==> src/rtl/bus_arbiter.sv <==
// Two-master round-robin arbiter and serial slave router for the bit-serial bus.
// Grants the bus, captures the slave-select prefix, then wires master and slave streams.
module bus_arbiter #(
    parameter int NUM_SLAVES = 3,
    parameter int SID_W      = 2,
    parameter int TIMEOUT    = 8
) (
    input  logic                  CLK,
    input  logic                  RSTN,
    input  logic [1:0]            M_BREQ,
    output logic [1:0]            M_GRANT,
    input  logic [1:0]            M_VALID,
    input  logic [1:0]            M_DOUT,
    input  logic [1:0]            M_RW,
    output logic [1:0]            M_DIN,
    output logic [1:0]            M_ACK,
    output logic [1:0]            M_SBSY,
    output logic [1:0]            M_ERR,
    output logic [NUM_SLAVES-1:0] S_AD_SEL,
    output logic                  S_RW,
    output logic                  S_BUS_OUT,
    input  logic [NUM_SLAVES-1:0] S_BUS_IN,
    input  logic [NUM_SLAVES-1:0] S_ACK,
    input  logic [NUM_SLAVES-1:0] S_SBSY
);

    localparam int BW = $clog2(SID_W + 1);
    localparam int TW = $clog2(TIMEOUT + 1);
    localparam logic [SID_W:0] NS_L = (SID_W + 1)'(NUM_SLAVES);

    typedef enum logic [1:0] {
        IDLE,
        SID,
        CONNECT
    } state_t;

    state_t           state;
    logic [1:0]       grant;
    logic [1:0]       err;
    logic             ptr;
    logic             gsel;
    logic [SID_W-1:0] sid;
    logic [BW-1:0]    bit_cnt;
    logic [TW-1:0]    to_cnt;

    logic             v_g;
    logic             d_g;
    logic             rw_g;
    logic             breq_g;
    logic             winner;
    logic [SID_W-1:0] sid_nxt;
    logic             sel_in;
    logic             sel_ack;
    logic             sel_bsy;
    logic             in_conn;

    always_comb begin
        v_g     = M_VALID[gsel];
        d_g     = M_DOUT[gsel];
        rw_g    = M_RW[gsel];
        breq_g  = M_BREQ[gsel];
        in_conn = (state == CONNECT);
        // on a tie the master that did not win last time goes next
        winner  = (M_BREQ == 2'b11) ? ~ptr : M_BREQ[1];
        sid_nxt = (sid >> 1) | (SID_W'(d_g) << (SID_W - 1));
        sel_in  = 1'b0;
        sel_ack = 1'b0;
        sel_bsy = 1'b0;
        for (int i = 0; i < NUM_SLAVES; i++) begin
            if (sid == SID_W'(i)) begin
                sel_in  = S_BUS_IN[i];
                sel_ack = S_ACK[i];
                sel_bsy = S_SBSY[i];
            end
        end
    end

    always_comb begin
        S_AD_SEL  = '0;
        S_RW      = 1'b0;
        S_BUS_OUT = 1'b0;
        M_DIN     = 2'b00;
        M_ACK     = 2'b00;
        M_SBSY    = 2'b00;
        if (in_conn) begin
            for (int i = 0; i < NUM_SLAVES; i++) begin
                if (sid == SID_W'(i)) begin
                    S_AD_SEL[i] = v_g;
                end
            end
            S_RW         = rw_g;
            S_BUS_OUT    = d_g;
            M_DIN[gsel]  = sel_in;
            M_ACK[gsel]  = sel_ack;
            M_SBSY[gsel] = sel_bsy;
        end
    end

    assign M_GRANT = grant;
    assign M_ERR   = err;

    always_ff @(posedge CLK) begin
        if (!RSTN) begin
            state   <= IDLE;
            grant   <= 2'b00;
            err     <= 2'b00;
            ptr     <= 1'b1;
            gsel    <= 1'b0;
            sid     <= '0;
            bit_cnt <= '0;
            to_cnt  <= '0;
        end else begin
            err <= 2'b00;
            unique case (state)
                IDLE: begin
                    if (|M_BREQ) begin
                        grant   <= winner ? 2'b10 : 2'b01;
                        ptr     <= winner;
                        gsel    <= winner;
                        sid     <= '0;
                        bit_cnt <= '0;
                        to_cnt  <= '0;
                        state   <= SID;
                    end
                end
                SID: begin
                    if (!breq_g) begin
                        grant <= 2'b00;
                        state <= IDLE;
                    end else if (v_g) begin
                        sid     <= sid_nxt;
                        bit_cnt <= bit_cnt + 1'b1;
                        if (bit_cnt == BW'(SID_W - 1)) begin
                            if ({1'b0, sid_nxt} < NS_L) begin
                                to_cnt <= '0;
                                state  <= CONNECT;
                            end else begin
                                err   <= gsel ? 2'b10 : 2'b01;
                                grant <= 2'b00;
                                state <= IDLE;
                            end
                        end
                    end
                end
                CONNECT: begin
                    if (!breq_g || (!v_g && !sel_bsy)) begin
                        grant <= 2'b00;
                        state <= IDLE;
                    end else if (sel_bsy) begin
                        to_cnt <= '0;
                    end else if (to_cnt == TW'(TIMEOUT - 1)) begin
                        err   <= gsel ? 2'b10 : 2'b01;
                        grant <= 2'b00;
                        state <= IDLE;
                    end else begin
                        to_cnt <= to_cnt + 1'b1;
                    end
                end
                default: state <= IDLE;
            endcase
        end
    end

endmodule

==> config.mk <==
export PLATFORM = sky130hd
export DESIGN_NAME = bus_arbiter
export DESIGN_NICKNAME = d
export VERILOG_FILES = /design/src/rtl/bus_arbiter.sv
export SDC_FILE = /design/constraint.sdc
export NUM_CORES = 1
export LEC_CHECK = 0
export ABC_AREA = 0
export BUFFER_PORTS_ARGS = -buffer_cell sky130_fd_sc_hd__buf_4
export CORE_ASPECT_RATIO = 1.1
export CORE_MARGIN = 2
export CORE_UTILIZATION = 35
export DETAILED_ROUTE_END_ITERATION = 16
export GPL_TIMING_DRIVEN = 0
export PLACE_DENSITY = 0.58
export REMOVE_ABC_BUFFERS = 1
export SETUP_SLACK_MARGIN = 0.3
export SYNTH_ARGS = -nofsm -noshare
export SYNTH_HDL_FRONTEND = slang
export SYNTH_SLANG_ARGS = --single-unit
==> constraint.sdc <==
create_clock -name CLK -period 2.4 [get_ports CLK]
set_input_delay 0.36 -clock CLK [delete_from_list [all_inputs] [get_ports CLK]]
set_output_delay 0.36 -clock CLK [all_outputs]
set_load 0.005 [all_outputs]
==> out/metrics.cfg <==
[synthesis]
synth_edf_count=0
ys_ff_latch=16
syn_area_mm2=0.00114
postSynthCellCount=137
ys_async_sr_fraction_pct=0
syn_area_per_cell_um2=8.29
synth_warnings=0
synth_ff_type=dfxtp_1
seq_area_frac_synth_pct=28.2
synthDistinctLibCells=38

[drt]
drc=0
wl_per_cell_um=13.7
dr.pass1.iters=4
antenna_left=0
num_vias=1085
wl_um=2750
drt-initial-drc-count=57
viasPerCell=5.40

[floorplan]
start_util_pct=37.0
dieArea_mm2=0.00372
io_pins=34
die_w_um=58.3
die_y_um=63.8
core_mm2=0.00307
row_count=21

[placed_design]
io_buffers=33
dp_hpwl_um=2170
placedCellCount=197
postPlaceCellArea_mm2=0.00139
gp_congestion=0.898

[global_routing]
grt_overflow=0
grt_start_max_net_pins=20
grt_use_total_pct=15.4
grt_pass1_wl_um=4540
antenna_found_initial=0
grt_pass1_vias=1073

[layout]
num-fill-cells=301
final_area_mm2=0.00143
final_nets=193
final_cell_count_no_fill=201
layout_commonest_cell=buf_4
drive_gt1_share_pct=28.7
antenna_cells=0
area_growth_pct=26.1
mostFrequentLayoutCells=33 x buf_4, 15 x dfxtp_1, 13 x nand2_1

[clock_network]
cts.sinks=16
cts_inserted_buffers=3
post_cts_buffers=0
tritoncts=yes
clkLatencyLatePin_ns=0.29
clockBufferDepth=2
cts.htree.levels=1
clock-root-buffer=clkbuf_4
cts_resized=0
clkTransAtPathRegs_ns=0.10
cts_hold_buf=0

[critical_path]
timing.critical_path.buf_inv=2
critical_path_class=reg -> out
cp_data_arrival_time_ns=1.59
critPathMaxFanout=10
cp_slowest_cell=ha_1
startpoint_type=register
crit_family=adder cells
cp.required_ns=2.04
critical_path.endpoint_type=output port
path_cells=inv_1 > ha_1 > nand2_1 > nor3_1 > buf_4
slowest_delay_ns=0.37

[sta]
rsz0062_at_grt=false
min_period_ns=1.95
tightest_slew_ns=0.450
tns_ns=0
fmax_mhz=514
setup_violations=0
slew_viol_final=0
hold_viol_final=0
timing.final.crit_share_pct=81.1
clock_skew_ns=0.00163
maxSlewHeadroom_pct=69.8

[pwr]
p_per_area_mw_per_mm2=643
peakVddDrop_uv=343
p_leak_uw=0.000611

[worst_hold_path]
min_path_type=in -> reg

[run]
drv_cap=0

[status]
outcome=completed

synthesized netlist by cell type, types with 3 or more instances:
| cell type | count | area share, % |
|---|---|---|
| nor2b_1 | 8 | 4.4 |
| nor2_1 | 12 | 4.0 |
| a21oi_1 | 6 | 2.6 |
| ha_1 | 6 | 6.6 |
| o21ai_1 | 5 | 2.2 |
| mux2i_1 | 10 | 8.8 |
| o211ai_1 | 4 | 2.6 |
| clkbuf_1 | 4 | 1.3 |
| nor3_1 | 3 | 1.3 |
| nand2_1 | 13 | 4.3 |
| nand3_1 | 5 | 2.2 |
| and2_1 | 3 | 1.7 |
| inv_1 | 7 | 2.3 |
| nand3b_1 | 4 | 2.6 |
| and3_1 | 5 | 2.8 |
| dfxtp_1 | 16 | 28 |
worst register-to-register path, stage by stage (launching register included):
cell and delay [ns]:
dfxtp_1 0.40, inv_1 0.08, ha_1 0.25, and2_1 0.22, a2111oi_4 0.36, and4bb_1 0.28
nand2_1 0.10, o31ai_2 0.18
sequential cells by signal, indices dropped and copies added (netlist names):
name	flops
state	2
ptr	1
sid	2
M_GRANT	2
M_ERR	2
gsel	1
to_cnt	4
bit_cnt	2
power by group:
group / switching, uW / internal [uW]
Clock: 90.4 / 92.4
Combinational: 205 / 195
Sequential: 39.7 / 299
Total: 335 / 586
layout make-up:
| type | instances | area [um2] | area share (%) |
|---|---|---|---|
| clock buffers | 4 | 36.3 | 2.53 |
| inverters | 7 | 26.3 | 1.83 |
| flip-flops and latches | 16 | 322 | 22.4 |
| well taps | 34 | 42.5 | 2.97 |
| multi-input cells | 107 | 758 | 52.9 |
| repair buffers | 33 | 248 | 17.3 |
per-stage QoR:
step	hold slack (ns)	power (uW)	setup WS (ns)	utilization [%]
detailed placement	0.462	741	0.399	45.2
global route	0.385	991	0.303	46.6
CTS	0.364	929	0.387	46.4
global placement	0.446	734	0.421	45.2
finish	0.367	921	0.455	46.6
floorplan	0.440	622	0.655	-
cell families (layout without fill, tap and decap cells):
family | count (synthesis) | count (layout) | share of synthesized area (%)
mux | 13 | 13 | 12.4
fa+ha+maj | 6 | 6 | 6.61
buf+inv | 14 | 44 | 5.51
simple gates | 62 | 62 | 29.8
compound gates | 26 | 26 | 17.4
flops | 16 | 16 | 28.2
final timing paths:
kind	startpoint	end	slack, ns	depth (start not counted)
worst max-delay path	state[0]	S_AD_SEL[0]	0.45	5
worst min-delay path	RSTN	ptr	0.37	2
worst max register to register	state[1]	to_cnt[3]	0.46	7
worst min register to register	M_GRANT[0]	M_GRANT[0]	0.47	2
layer usage:
layer	vias to the layer above	wire (um)	global-route usage (%)
met5	-	0	0
met4	0	38	5.81
met3	6	93	2.43
met2	24	1430	26.3
met1	506	1190	19.0
li1	549	-	-
Power figures use the tool's default switching activity.
